<file path="src/rtl/synth_voice_engine.sv">
// synth_voice_engine: time-multiplexed phase-accumulator voices sharing one
// waveform/gain/mix datapath, producing one saturated 8-bit sample per frame.
module synth_voice_engine #(
   parameter  int unsigned NUM_VOICES = 4,
   parameter  int unsigned PHASE_W    = 24,
   parameter  int unsigned SAMPLE_DIV = 1024,
   localparam int unsigned VW         = (NUM_VOICES > 1) ? $clog2(NUM_VOICES) : 1
) (
   input  logic                  clk,
   input  logic                  rst_n,
   input  logic                  ena,
   input  logic                  cfg_we,
   input  logic [VW+2:0]         cfg_addr,
   input  logic [7:0]            cfg_wdata,
   input  logic [NUM_VOICES-1:0] gate_in,
   output logic [7:0]            mix_out,
   output logic                  mix_valid,
   output logic [NUM_VOICES-1:0] sync_out,
   output logic                  busy
);

   localparam int unsigned CW = $clog2(SAMPLE_DIV);
   localparam int unsigned AW = 8 + VW;

   typedef enum logic [1:0] {
      ST_IDLE = 2'd0,
      ST_SCAN = 2'd1,
      ST_SAT  = 2'd2
   } state_t;

   // Frame sequencing and outputs
   state_t                r_state;
   logic [CW-1:0]         r_frame_cnt;
   logic [VW-1:0]         r_voice;
   logic [AW-1:0]         r_acc;
   logic [7:0]            r_mix_out;
   logic                  r_mix_valid;
   logic                  r_busy;
   logic [NUM_VOICES-1:0] r_sync_out;

   // Per-voice configuration
   logic [7:0]            r_freq_l [NUM_VOICES];
   logic [7:0]            r_freq_m [NUM_VOICES];
   logic [7:0]            r_freq_h [NUM_VOICES];
   logic [7:0]            r_duty   [NUM_VOICES];
   logic [7:0]            r_gain   [NUM_VOICES];
   logic [3:0]            r_ctrl   [NUM_VOICES];
   logic [NUM_VOICES-1:0] r_commit;
   logic [PHASE_W-1:0]    r_freq   [NUM_VOICES];
   logic [PHASE_W-1:0]    r_phase  [NUM_VOICES];

   // Gate synchronisation and sync requests
   logic [NUM_VOICES-1:0] r_gate_s1;
   logic [NUM_VOICES-1:0] r_gate_s2;
   logic [NUM_VOICES-1:0] r_gate_d;
   logic [NUM_VOICES-1:0] r_sync_pend;

   logic [VW-1:0]         w_cfg_voice;
   logic [2:0]            w_cfg_reg;
   logic                  w_cfg_hit;
   logic                  w_frame_start;
   logic                  w_slot;
   logic [NUM_VOICES-1:0] w_gate_rise;
   logic                  w_en;
   logic [1:0]            w_wave;
   logic [PHASE_W-1:0]    w_phase_nxt;
   logic [7:0]            w_p8;
   logic [7:0]            w_tri;
   logic [7:0]            w_samp;
   logic [15:0]           w_prod;
   logic [7:0]            w_scaled;

   assign w_cfg_voice   = cfg_addr[VW+2:3];
   assign w_cfg_reg     = cfg_addr[2:0];
   assign w_cfg_hit     = cfg_we && (32'(w_cfg_voice) < NUM_VOICES) && (w_cfg_reg <= 3'd5);
   assign w_frame_start = ena && (r_state == ST_IDLE) && (r_frame_cnt == '0);
   assign w_slot        = ena && (r_state == ST_SCAN);
   assign w_gate_rise   = r_gate_s2 & ~r_gate_d;

   assign mix_out   = r_mix_out;
   assign mix_valid = r_mix_valid;
   assign sync_out  = r_sync_out;
   assign busy      = r_busy;

   // Register writes; armed frequency shadows are copied to the active set at frame start
   always_ff @(posedge clk or negedge rst_n) begin
      if (!rst_n) begin
         r_commit <= '0;
         for (int v = 0; v < NUM_VOICES; v++) begin
            r_freq_l[v] <= '0;
            r_freq_m[v] <= '0;
            r_freq_h[v] <= '0;
            r_duty[v]   <= '0;
            r_gain[v]   <= '0;
            r_ctrl[v]   <= '0;
            r_freq[v]   <= '0;
         end
      end else begin
         if (w_frame_start) begin
            for (int v = 0; v < NUM_VOICES; v++) begin
               if (r_commit[v]) begin
                  r_freq[v] <= PHASE_W'({r_freq_h[v], r_freq_m[v], r_freq_l[v]});
               end
            end
            r_commit <= '0;
         end
         // A FREQ_H write landing on the frame-start edge re-arms after the clear above
         if (w_cfg_hit) begin
            case (w_cfg_reg)
               3'd0: r_freq_l[w_cfg_voice] <= cfg_wdata;
               3'd1: r_freq_m[w_cfg_voice] <= cfg_wdata;
               3'd2: begin
                  r_freq_h[w_cfg_voice] <= cfg_wdata;
                  r_commit[w_cfg_voice] <= 1'b1;
               end
               3'd3: r_duty[w_cfg_voice] <= cfg_wdata;
               3'd4: r_ctrl[w_cfg_voice] <= cfg_wdata[3:0];
               3'd5: r_gain[w_cfg_voice] <= cfg_wdata;
               default: ;
            endcase
         end
      end
   end

   // Two-flop gate synchroniser plus a delayed copy for rising-edge detection
   always_ff @(posedge clk or negedge rst_n) begin
      if (!rst_n) begin
         r_gate_s1 <= '0;
         r_gate_s2 <= '0;
         r_gate_d  <= '0;
      end else begin
         r_gate_s1 <= gate_in;
         r_gate_s2 <= r_gate_s1;
         r_gate_d  <= r_gate_s2;
      end
   end

   // Sync-pending flags: served slot clears, a new edge in the same cycle wins
   always_ff @(posedge clk or negedge rst_n) begin
      if (!rst_n) begin
         r_sync_pend <= '0;
      end else begin
         for (int v = 0; v < NUM_VOICES; v++) begin
            if (w_slot && (r_voice == VW'(v))) begin
               r_sync_pend[v] <= 1'b0;
            end
            if (w_gate_rise[v] && r_ctrl[v][3]) begin
               r_sync_pend[v] <= 1'b1;
            end
         end
      end
   end

   // Shared voice datapath for the slot currently being scanned
   always_comb begin
      w_en   = r_ctrl[r_voice][0];
      w_wave = r_ctrl[r_voice][2:1];
      if (r_sync_pend[r_voice]) begin
         w_phase_nxt = '0;
      end else if (w_en) begin
         w_phase_nxt = r_phase[r_voice] + r_freq[r_voice];
      end else begin
         w_phase_nxt = r_phase[r_voice];
      end
      w_p8   = w_phase_nxt[PHASE_W-1 -: 8];
      w_tri  = w_phase_nxt[PHASE_W-2 -: 8];
      w_samp = 8'h00;
      if (w_en) begin
         case (w_wave)
            2'd1:    w_samp = (w_p8 < r_duty[r_voice]) ? 8'hFF : 8'h00;
            2'd2:    w_samp = w_p8;
            2'd3:    w_samp = w_phase_nxt[PHASE_W-1] ? ~w_tri : w_tri;
            default: w_samp = 8'h00;
         endcase
      end
      // GAIN+1 multiplier so that 0xFF passes the sample unchanged
      w_prod   = 16'(w_samp) * 16'({1'b0, r_gain[r_voice]} + 9'd1);
      w_scaled = 8'(w_prod >> 8);
   end

   // Frame counter, IDLE/SCAN/SAT sequencer, phase update and registered outputs
   always_ff @(posedge clk or negedge rst_n) begin
      if (!rst_n) begin
         r_state     <= ST_IDLE;
         r_frame_cnt <= '0;
         r_voice     <= '0;
         r_acc       <= '0;
         r_mix_out   <= '0;
         r_mix_valid <= 1'b0;
         r_busy      <= 1'b0;
         r_sync_out  <= '0;
         for (int v = 0; v < NUM_VOICES; v++) begin
            r_phase[v] <= '0;
         end
      end else begin
         r_mix_valid <= 1'b0;
         if (ena) begin
            if (r_frame_cnt == CW'(SAMPLE_DIV - 1)) begin
               r_frame_cnt <= '0;
            end else begin
               r_frame_cnt <= r_frame_cnt + CW'(1);
            end
            case (r_state)
               ST_IDLE: begin
                  if (r_frame_cnt == '0) begin
                     r_state <= ST_SCAN;
                     r_voice <= '0;
                     r_acc   <= '0;
                     r_busy  <= 1'b1;
                  end
               end
               ST_SCAN: begin
                  r_phase[r_voice]    <= w_phase_nxt;
                  r_sync_out[r_voice] <= w_phase_nxt[PHASE_W-1];
                  r_acc               <= r_acc + AW'(w_scaled);
                  if (r_voice == VW'(NUM_VOICES - 1)) begin
                     r_state <= ST_SAT;
                  end else begin
                     r_voice <= r_voice + VW'(1);
                  end
               end
               ST_SAT: begin
                  r_mix_out   <= (r_acc > AW'(255)) ? 8'hFF : r_acc[7:0];
                  r_mix_valid <= 1'b1;
                  r_state     <= ST_IDLE;
                  r_busy      <= 1'b0;
               end
               default: begin
                  r_state <= ST_IDLE;
                  r_busy  <= 1'b0;
               end
            endcase
         end
      end
   end

endmodule

</file>
<file path="config.mk">
export PLATFORM = sky130hd
export DESIGN_NAME = synth_voice_engine
export DESIGN_NICKNAME = d
export VERILOG_FILES = /design/src/rtl/synth_voice_engine.sv
export SDC_FILE = /design/constraint.sdc
export NUM_CORES = 1
export LEC_CHECK = 0
export CORE_ASPECT_RATIO = 1.1
export CORE_MARGIN = 2
export CORE_UTILIZATION = 59
export DETAILED_ROUTE_END_ITERATION = 12
export PLACE_DENSITY = 0.83
export SLEW_MARGIN = 20
export SYNTH_ARGS = -nofsm -noshare
export SYNTH_HDL_FRONTEND = slang
export SYNTH_SLANG_ARGS = --single-unit
</file>
<file path="constraint.sdc">
create_clock -name clk -period 14.5 [get_ports clk]
set_clock_uncertainty 0.05 [all_clocks]
set_input_delay 2.175 -clock clk [delete_from_list [all_inputs] [get_ports clk]]
set_output_delay 2.175 -clock clk [all_outputs]
set_load 0.005 [all_outputs]
</file>
==> flow_summary.toml <==
[power_and_ir_drop]
power.density_nw_per_um2 = 172.5
p_sw_frac = 0.3587
power.internal_mw = 2.696
cellLeakagePower_nw = 11.39
switchingPower_mw = 1.508
pwr-share-comb = 0.346
ir_worst_vdd_uv = 123.2
clkPwrFrac = 0.257
pwr-share-seq = 0.397

[timing]
worstMarginPinSlew_ns = 1.161
maxSlewViolCount = 0
setup_viol = 0
tns_ns = 0
whs_ns = 0.3069
relSlewSlack = 0.2235
rsz0062_at_grt = "false"
hold_viol = 0
period_needed_ns = 12.46
post-route-period-util = 0.8594
max_freq_mhz = 80.25

[cells_and_area]
n_antenna_cell = 0
final_nets = 1992
final-instance-count-excl-fill = 2375
nFillCells = 2604
drive_gt1_frac = 0.2600
fin_area_um2 = 24370
area_growth_pct = 9.580

[cts]
cts_made_buffers = 42
clkTransAtPathRegs_ns = 0.07
htree_levels = 2
post-cts-setup-buffer-count = 0
clockBufferDepth = 3
cts_resized = 0
cts_hold_buf = 0
cts-root-buf = "clkbuf_16"
cts_tree = "done"
clkLatencyLatePin_ns = 0.56
cts_num_sinks = 422

[placement]
port_buffers = 34
dp_hpwl_um = 34440
place_area_um2 = 23000
place.gp.congestion = 0.8954
dp.cells = 2301

[setup_path]
cp_max_fo = 39
worstPathRequired_ns = 14.84
crit_path_top_delay_cell = "dfrtp_4"
cp_common_cell = "a21oi_1"
path_delay_family = "adder cells"
start_kind = "flop"
crit_buf_inv = 6
end_kind = "flop"
critPathMaxStageDelay_ns = 0.93
worst_ep_arrival_time_ns = 12.80
worstSetupPathType = "flop to flop"

[floorplanning]
chipWidth_um = 189.1
initial_utilization = 0.5991
pin_count = 35
chipHeight_um = 207.6
rows = 74
die_area_um2 = 39270
core-area_um2 = 37130

[yosys]
synthArstFlopShare = 1.000
synth-edff-count = 0
synth.top_cell.area_share = 0.4748
synth_seq_cells = 422
synth_top_area_cell = "dfrtp_1"
syn-cell-area_um2 = 22240
synthCells = 1842
synthTopCellsByArea = "dfrtp_1 47%, mux2_2 16%, mux4_2 6.6%"
yosysUniqueCellTypes = 77
avgSynthCellArea_um2 = 12.08
yosysSeqAreaShare = 0.4748
synth_ff_type = "dfrtp_1"
ys_warn_count = 0
synthesis.nets = 1982

[grt]
grt-ovfl-total = 0
grt_max_degree = 125
grt_pass1_wl_um = 81720
antenna_found_initial = 0
gr-usage-all-layers = 0.2632
first_global_vias = 15040

[hold_path]
hold_class = "flop to flop"

[route]
drc = 0
drt-total-wl_um = 50740
via_per_inst = 6.168
first_pass_iters = 6
dr.first_iter.drc_count = 1210
ant_nets = 0
vias = 14650
post_drt_wl_per_cell_um = 21.37

[run]
maxCapViolCount = 0

[run_status]
outcome = "complete, no violations"
==> worst reg2reg max path, delay by kind of cell, from the launching register on <==
family                     cells  cell delay (ns)
buffers and inverters          6             0.80
AOI/OAI and AO/OA             16             3.15
DFF                            1             0.93
and+or+nand+nor               10             2.38
adders and majority gates      8             3.52
muxes                          2             0.86
xor gates and xnor gates       3             0.57
==> layout by cell type (no fill, tap or decap), types with 6 or more instances in the layout <==
master,Yosys,routed
buf_4,5,17
o31ai_1,8,8
or2_2,6,6
nand2_1,181,181
or3_1,16,16
nor2b_1,18,18
mux2i_1,16,16
nand2b_1,13,13
clkdlybuf4s50_1,0,31
o21ai_1,12,12
xor2_1,15,15
o211ai_1,7,7
a21oi_1,52,52
mux4_2,65,65
inv_1,97,97
nand4_1,10,10
and2_1,7,7
o21ai_0,103,103
nor3_1,29,29
mux2_2,307,307
nand3_1,22,22
dfrtp_1,422,420
fa_1,42,42
clkbuf_1,59,14
a22o_1,6,6
clkbuf_16,0,43
xnor2_1,34,34
nor2_1,91,88
and3_1,7,7
ha_1,77,77
a21o_1,18,18
==> logic make-up (layout without fill, tap and decap cells) <==
| group | after synthesis | count (layout) | share of synthesized area |
|---|---|---|---|
| adder cells (fa/ha/maj) | 119 | 119 | 0.08112 |
| AO/OA/AOI/OAI | 258 | 258 | 0.07583 |
| AND/OR/NAND/NOR | 421 | 421 | 0.08686 |
| multiplexers | 388 | 388 | 0.2284 |
| flip-flops | 422 | 422 | 0.4748 |
| buffers and inverters | 184 | 223 | 0.03296 |
| XOR/XNOR | 50 | 50 | 0.02003 |
==> area by class of cell <==
class                           count  area, um2  share of cell area
Tap cell                          494      618.1             0.02536
Inverter                           97      364.1             0.01494
Clock inverter                     11      151.4            0.006211
Multi-Input combinational cell   1236      10970              0.4502
Timing Repair Buffer               53      501.7             0.02059
Sequential cell                   422      10570              0.4336
Clock buffer                       62       1197             0.04913
==> power groups by stage <==
stage	Combinational (mW)	Sequential, mW	Clock, mW
global route	1.58	1.70	1.14
CTS	1.44	1.66	1.09
finish	1.46	1.67	1.08
floorplan	1.14	1.55	0
detailed placement	1.43	1.68	0
global placement	1.38	1.66	0
==> cells in the mapped netlist (8+ instances only) <==
cell type / count
xor2_1: 15
a21oi_1: 52
nor3_1: 29
nand2_1: 181
buf_1: 14
dfrtp_1: 422
mux4_2: 65
xnor2_1: 34
o21ai_0: 103
clkbuf_1: 59
o31ai_1: 8
o21ai_1: 12
nand2b_1: 13
nand3_1: 22
or3_1: 16
fa_1: 42
a21o_1: 18
nand4_1: 10
mux2i_1: 16
nor2b_1: 18
mux2_2: 307
nor2_1: 91
ha_1: 77
inv_1: 97
==> metal layers <==
metal	up-vias	routed length [um]	share of wire	GRT usage
li1	6520	-	-	-
met1	7592	22440	0.44	0.3768
met2	445	24020	0.47	0.4170
met3	93	2954	0.058	0.03973
met4	0	1334	0.026	0.08567
met5	-	0	0	0
==> metrics by stage <==
stage / worst slack [ns] / power [mW] / utilization
after floorplan: 2.525 / 2.685 / -
after global placement: 2.426 / 3.043 / 0.6196
after detailed placement: 2.167 / 3.109 / 0.6196
after CTS: 2.057 / 4.196 / 0.6559
after global routing: 1.242 / 4.419 / 0.6565
final: 2.039 / 4.204 / 0.6565
==> flip-flops by register name, indices dropped and copies added (netlist names), 4 cells and up <==
register / flops
r_acc: 10
mix_out: 8
sync_out: 4
r_freq_m: 32
r_gate_d: 4
r_freq_h: 32
r_ctrl: 16
r_frame_cnt: 10
r_sync_pend: 4
r_gate_s2: 4
r_freq_l: 32
r_freq: 96
r_gate_s1: 4
r_phase: 92
r_commit: 4
r_duty: 32
r_gain: 32
==> worst paths after layout <==
kind	start	to	depth (start not counted)	slack [ns]
setup / recovery	r_voice[0]	r_acc[9]	45	2.04
hold / removal	r_gate_s1[3]	r_gate_s2[3]	0	0.31
hold reg to reg	r_gate_s1[3]	r_gate_s2[3]	0	0.31
max in group asynchronous	rst_n	r_freq[55]	2	11.27
setup reg to reg	r_voice[0]	r_acc[9]	45	2.04
min in group asynchronous	rst_n	r_duty[30]	1	1.66
Power figures use the tool's default switching activity.
